## src/rtl/camera_pkg.sv

```systemverilog
// rtl/camera_pkg.sv - shared frame geometry, pixel field positions and capture state encoding
package camera_pkg;

    localparam int SCREEN_WIDTH  = 176;
    localparam int SCREEN_HEIGHT = 144;
    localparam int ADDR_W        = 15;

    // MSB of each colour field inside an RGB444 word {R,G,B}
    localparam int R444_MSB = 11;
    localparam int G444_MSB = 7;
    localparam int B444_MSB = 3;

    typedef logic [11:0] rgb444_t;
    typedef logic [7:0]  rgb332_t;

    typedef enum logic [1:0] {
        WAIT_VS  = 2'd0,
        IN_VS    = 2'd1,
        WAIT_ROW = 2'd2,
        ROW      = 2'd3
    } cap_state_t;

endpackage

```

## src/rtl/camera_capture_if.sv

```systemverilog
// rtl/camera_capture_if.sv - camera byte stream in, frame-buffer write port out
interface camera_capture_if #(
    parameter int AW = camera_pkg::ADDR_W
);
    logic          vsync;
    logic          href;
    logic [7:0]    data;
    logic          w_en;
    logic [AW-1:0] write_address;
    logic [7:0]    pixel_data;
    logic          frame_done;
    logic          row_err;

    modport master (
        output vsync, href, data,
        input  w_en, write_address, pixel_data, frame_done, row_err
    );

    modport slave (
        input  vsync, href, data,
        output w_en, write_address, pixel_data, frame_done, row_err
    );
endinterface

```

## src/rtl/rgb444_to_rgb332.sv

```systemverilog
// rtl/rgb444_to_rgb332.sv - truncating colour-depth reduction, keeps the top bits of each field
module rgb444_to_rgb332
    import camera_pkg::*;
(
    input  rgb444_t rgb444,
    output rgb332_t rgb332
);
    logic unused_lsbs;

    assign rgb332      = {rgb444[R444_MSB -: 3], rgb444[G444_MSB -: 3], rgb444[B444_MSB -: 2]};
    assign unused_lsbs = ^{rgb444[8], rgb444[4], rgb444[1:0]};
endmodule

```

## src/rtl/camera_capture.sv

```systemverilog
// rtl/camera_capture.sv - pairs camera bytes into pixels and writes RGB332 into the frame buffer
module camera_capture
    import camera_pkg::*;
#(
    parameter int WIDTH  = SCREEN_WIDTH,
    parameter int HEIGHT = SCREEN_HEIGHT,
    parameter int ADDR_W = camera_pkg::ADDR_W
) (
    input  logic              clk,
    input  logic              rst,
    camera_capture_if.slave   bus
);
    localparam int XW = $clog2(WIDTH + 1);
    localparam int YW = $clog2(HEIGHT + 1);
    localparam logic [XW-1:0]     X_MAX    = XW'(WIDTH);
    localparam logic [XW-1:0]     X_LAST   = XW'(WIDTH - 1);
    localparam logic [YW-1:0]     Y_MAX    = YW'(HEIGHT);
    localparam logic [YW-1:0]     Y_LAST   = YW'(HEIGHT - 1);
    localparam logic [ADDR_W-1:0] ROW_STEP = ADDR_W'(WIDTH);

    logic              vs_q;
    logic              href_q;
    logic [7:0]        data_q;

    cap_state_t        state;
    logic [XW-1:0]     x;
    logic [YW-1:0]     y;
    logic [ADDR_W-1:0] row_base;
    logic              phase;
    logic [3:0]        r_nib;
    logic              row_err;

    logic              sched;
    logic [ADDR_W-1:0] sched_addr;
    rgb332_t           sched_pix;
    logic              sched_last;
    rgb332_t           pix332;

    logic              w_en;
    logic [ADDR_W-1:0] write_address;
    rgb332_t           pixel_data;
    logic              frame_done;

    rgb444_to_rgb332 u_conv (
        .rgb444 ({r_nib, data_q}),
        .rgb332 (pix332)
    );

    always_ff @(posedge clk or posedge rst) begin
        if (rst) begin
            vs_q   <= 1'b0;
            href_q <= 1'b0;
            data_q <= 8'h00;
        end else begin
            vs_q   <= bus.vsync;
            href_q <= bus.href;
            data_q <= bus.data;
        end
    end

    always_ff @(posedge clk or posedge rst) begin
        if (rst) begin
            state      <= WAIT_VS;
            x          <= '0;
            y          <= '0;
            row_base   <= '0;
            phase      <= 1'b0;
            r_nib      <= 4'h0;
            row_err    <= 1'b0;
            sched      <= 1'b0;
            sched_addr <= '0;
            sched_pix  <= '0;
            sched_last <= 1'b0;
        end else begin
            sched <= 1'b0;
            // VSYNC overrides every state, including a row ending in the same cycle
            if (vs_q) begin
                state    <= IN_VS;
                x        <= '0;
                y        <= '0;
                row_base <= '0;
                phase    <= 1'b0;
                row_err  <= 1'b0;
            end else begin
                unique case (state)
                    WAIT_VS: state <= WAIT_VS;
                    IN_VS:   state <= WAIT_ROW;
                    WAIT_ROW: begin
                        if (href_q) begin
                            r_nib <= data_q[3:0];
                            phase <= 1'b1;
                            state <= ROW;
                        end
                    end
                    ROW: begin
                        if (href_q) begin
                            if (!phase) begin
                                r_nib <= data_q[3:0];
                                phase <= 1'b1;
                            end else begin
                                phase <= 1'b0;
                                if (x == X_MAX) begin
                                    row_err <= 1'b1;
                                end else begin
                                    x <= x + 1'b1;
                                    if (y != Y_MAX) begin
                                        sched      <= 1'b1;
                                        sched_addr <= row_base + ADDR_W'(x);
                                        sched_pix  <= pix332;
                                        sched_last <= (x == X_LAST) && (y == Y_LAST);
                                    end
                                end
                            end
                        end else begin
                            if (phase)
                                row_err <= 1'b1;
                            phase <= 1'b0;
                            x     <= '0;
                            // x != 0 means this row produced at least one pixel
                            if (x != '0 && y != Y_MAX) begin
                                y        <= y + 1'b1;
                                row_base <= row_base + ROW_STEP;
                            end
                            state <= WAIT_ROW;
                        end
                    end
                    default: state <= WAIT_VS;
                endcase
            end
        end
    end

    always_ff @(posedge clk or posedge rst) begin
        if (rst) begin
            w_en          <= 1'b0;
            write_address <= '0;
            pixel_data    <= '0;
            frame_done    <= 1'b0;
        end else begin
            w_en       <= sched;
            frame_done <= sched & sched_last;
            if (sched) begin
                write_address <= sched_addr;
                pixel_data    <= sched_pix;
            end
        end
    end

    assign bus.w_en          = w_en;
    assign bus.write_address = write_address;
    assign bus.pixel_data    = pixel_data;
    assign bus.frame_done    = frame_done;
    assign bus.row_err       = row_err;

endmodule

```

## src/flat_wrapper.sv

```systemverilog
// flat-port wrapper written by rule: the top's interface ports become plain ports
module camera_capture_flat import camera_pkg::*;
#(
    parameter int WIDTH  = SCREEN_WIDTH,
    parameter int HEIGHT = SCREEN_HEIGHT,
    parameter int ADDR_W = camera_pkg::ADDR_W
)
  (clk, rst, bus_vsync, bus_href, bus_data, bus_w_en, bus_write_address, bus_pixel_data, bus_frame_done, bus_row_err);
  camera_capture_if bus_i ();
  input  logic clk;
  input  logic rst;
  input wire logic [$bits(bus_i.vsync)-1:0] bus_vsync;
  input wire logic [$bits(bus_i.href)-1:0] bus_href;
  input wire logic [$bits(bus_i.data)-1:0] bus_data;
  output wire logic [$bits(bus_i.w_en)-1:0] bus_w_en;
  output wire logic [$bits(bus_i.write_address)-1:0] bus_write_address;
  output wire logic [$bits(bus_i.pixel_data)-1:0] bus_pixel_data;
  output wire logic [$bits(bus_i.frame_done)-1:0] bus_frame_done;
  output wire logic [$bits(bus_i.row_err)-1:0] bus_row_err;
  assign bus_i.vsync = bus_vsync;
  assign bus_i.href = bus_href;
  assign bus_i.data = bus_data;
  assign bus_w_en = bus_i.w_en;
  assign bus_write_address = bus_i.write_address;
  assign bus_pixel_data = bus_i.pixel_data;
  assign bus_frame_done = bus_i.frame_done;
  assign bus_row_err = bus_i.row_err;
  camera_capture #(.WIDTH(WIDTH), .HEIGHT(HEIGHT), .ADDR_W(ADDR_W)) u_core (.clk(clk), .rst(rst), .bus(bus_i));
endmodule
```

## config.mk

```make
export PLATFORM = sky130hd
export DESIGN_NAME = camera_capture_flat
export DESIGN_NICKNAME = d
export VERILOG_FILES = /design/src/rtl/camera_pkg.sv /design/src/rtl/camera_capture_if.sv /design/src/rtl/rgb444_to_rgb332.sv /design/src/rtl/camera_capture.sv /design/src/flat_wrapper.sv
export SDC_FILE = /design/constraint.sdc
export NUM_CORES = 1
export LEC_CHECK = 0
export ABC_AREA = 1
export ABC_CLOCK_PERIOD_IN_PS = 10150
export BUFFER_PORTS_ARGS = -buffer_cell sky130_fd_sc_hd__buf_2
export CORE_MARGIN = 2
export CORE_UTILIZATION = 50
export DETAILED_ROUTE_END_ITERATION = 10
export PLACE_DENSITY = 0.68
export SYNTH_ARGS = -nofsm -noshare
export SYNTH_HDL_FRONTEND = slang
export SYNTH_HIERARCHICAL = 1
export SYNTH_SLANG_ARGS = --single-unit
```

## constraint.sdc

```tcl
create_clock -name clk -period 10.15 [get_ports clk]
set_clock_uncertainty 0.15 [all_clocks]
set_input_delay 3.045 -clock clk [delete_from_list [all_inputs] [get_ports clk]]
set_output_delay 3.045 -clock clk [all_outputs]
set_load 0.05 [all_outputs]
```

==> summary.md <==
| Metric | Value |
|---|---|
| Run status | complete, no violations |
| CTS Buffer Depth | 2 |
| Cell Area, Synth | ~4500 um^2 |
| Final setup vio count | 0 |
| Slowest cell on crit path | dfrtp_1 |
| RSZ-0062 raised after global routing | no |
| Fin nets | 535 |
| Design area | 4860 um^2 |
| Final worst-path cycle share | between 40 and 50% |
| I/O Buffers | 35 |
| Die ar. | between 9000 and 10,000 um^2 |
| Top Usage Layer GRT | met2 |
| Syn_area_per_cell | about 9.3 um^2 |
| Antenna cell count | 0 |
| Util after Layout | 55.5% |
| Total gr overflow | 0 |
| Ratio of cells with drive above 1 in the final layout | approximately 26% |
| Grt met1 use | about a quarter |
| Tot Pwr | about 0.67 mW |
| Tightest Hold Check Type | flop to flop |
| Power Density | around 140 nW/um^2 |
| Slew @ Worst Pin | between 1 and 1.5 ns |
| Initial Util | approximately half |
| Fin. max-slew vios | 0 |
| Vias per inst | 5.20 |
| Critical-path maximum fanout | 2 |
| Fin. Hold Viols | 0 |
| Met3 Usage GRT | between 3 and 4% |
| R2R Setup Slk | about 8 ns |
| ANT nets after route | 0 |
| Die width | 99.2 um |
| Setup Fix Bufs, Post-CTS | 0 |
| Met2 GRT Util | approximately 29% |
| Routability cong. | between 0.8 and 0.9 |
| CP Cell Sequence | buf_2 |
| Net Count, Synth | about 510 |
| Cells after Synth | ~490 |
| Worst vdd ir | between 0.06 and 0.07 mV |
| DP Area | 4670 um^2 |
| FF-to-FF Start | u_core/x[0] |
| Worst slew margin | a little under a third |
| Most common cell after layout, fill and taps aside | nand2_1 |
| WP data required | a little under 7 ns |
| Worst Setup SP | u_core/bus.write_address[8] |
| Post_cts resized | 0 |
| Boundary pin count | 38 |
| FILL cells | between 700 and 800 |
| Drt pass-1 iters | 4 |
| Worst Path Arrival | 0.99 ns |
| Starting DRC count in detailed routing | between 100 and 150 |
| Lkg Pwr | ~2.5 nW |
| First-pass GRT wire length | about 14,000 um |
| RR Endpoint | u_core/row_base[7] |
| Slowest stage delay, CP | around 0.37 ns |
| TritonCTS clock tree | yes |
| Die Ht | 99.2 um |
| Buffers and inverters on the worst path | 1 |
| Insertion delay to the later sink of the worst-skew pair | about 0.36 ns |
| Cts hold-fix bufs | 0 |
| Crit. End Element | output pin |
| Overall Global Routing Usage | between 15 and 20% |
| Post-Route WL | between 8000 and 9000 um |
| Largest net degree at the start of global routing | 54 |
| Rows | 34 |
| Number of global-route vias before repair | about 3,200 |
| Max Cap Viol | 0 |
| Crit Path Category | flop to output pin |
| Initial antenna violation count | 0 |
| Post-DP HPWL | ~5700 um |
| CTS buffer count | 9 |
| Fin crit period | 4.18 ns |
| CTS H-tree depth | 3 |
| Vias | roughly 3,300 |
| Peak Freq | 239 MHz |
| Endpoint of the worst setup timing path | bus_write_address[8] |
| Core area | 8760 um^2 |
| CP startpoint kind | flop |
| Final setup TNS | 0 ns |
| Root buffer cell | clkbuf_8 |
| Residual DRC count | 0 |
| Worst-path clk slew | around 0.1 ns |
| R2R cell count | 8 |
| DR WL/cell | about 13 um |
| Area Overhead vs Synth | 7.26% |
| Largest delay share family, worst path | flip-flops |
| Synth warnings | 6 |
| Stages on the worst setup path | 1 |
| Clock sink total | 92 |
| Most frequent cells in the layout | 111 x nand2_1, 92 x dfrtp_1, 52 x nand3_1, 35 x buf_2, 35 x inv_1 |
==> report_power, final <==
group	leakage [nW]	total [mW]	switching, mW	internal [mW]
logic	1.20	0.0450	0.0310	0.0140
clock network	0.0986	0.236	0.140	0.0959
registers	1.25	0.389	0.00924	0.380
total	2.54	0.670	0.180	0.490
==> worst min-delay path by stage <==
stage / endpoint / start / slack, ns / cells after the start
after floorplan: u_core/bus.w_en / u_core/sched / 0.20 / 0
after global placement: u_core/sched_pix[2] / u_core/data_q[5] / 0.29 / 2
after detailed placement: u_core/sched_pix[2] / u_core/data_q[5] / 0.29 / 2
after CTS: u_core/sched_pix[3] / u_core/data_q[6] / 0.31 / 2
after global routing: u_core/sched_pix[3] / u_core/data_q[6] / 0.34 / 2
final: u_core/sched_pix[3] / u_core/data_q[6] / 0.31 / 2
==> per-layer routing <==
metal  part of all wire, %  routed length [um]
met1                    47                3870
met2                    47                3860
met3                   3.5                 287
met4                   1.8                 145
met5                     0                   0
==> through the flow <==
stage          setup slack [ns]  hold slack, ns  std cells
2_1_floorplan              4.56           0.202        488
3_3_place_gp               5.69           0.285        611
3_5_place_dp               5.67           0.293        611
4_1_cts                    5.94           0.313        627
5_1_grt                    5.91           0.339        627
6_report                   5.97           0.307        627
==> sequential cells by signal (all words and copies together), names as in the netlist, 3 cells and up <==
name	cells
u_core/y	8
u_core/bus.write_address	15
u_core/data_q	6
u_core/row_base	11
u_core/bus.pixel_data	8
u_core/sched_addr	15
u_core/x	8
u_core/r_nib	3
u_core/sched_pix	8
==> cell type report <==
class / count / area [um^2] / share of cell area [%]
clock inverters: 7 / 66.3 / 1.36
well taps: 108 / 135 / 2.78
repair buffers: 36 / 183 / 3.76
clock buffers: 9 / 124 / 2.55
multi-input cells: 330 / 1880 / 38.6
flip-flops and latches: 92 / 2300 / 47.3
inverters: 45 / 178 / 3.65
(Power assumes the default switching activity.)
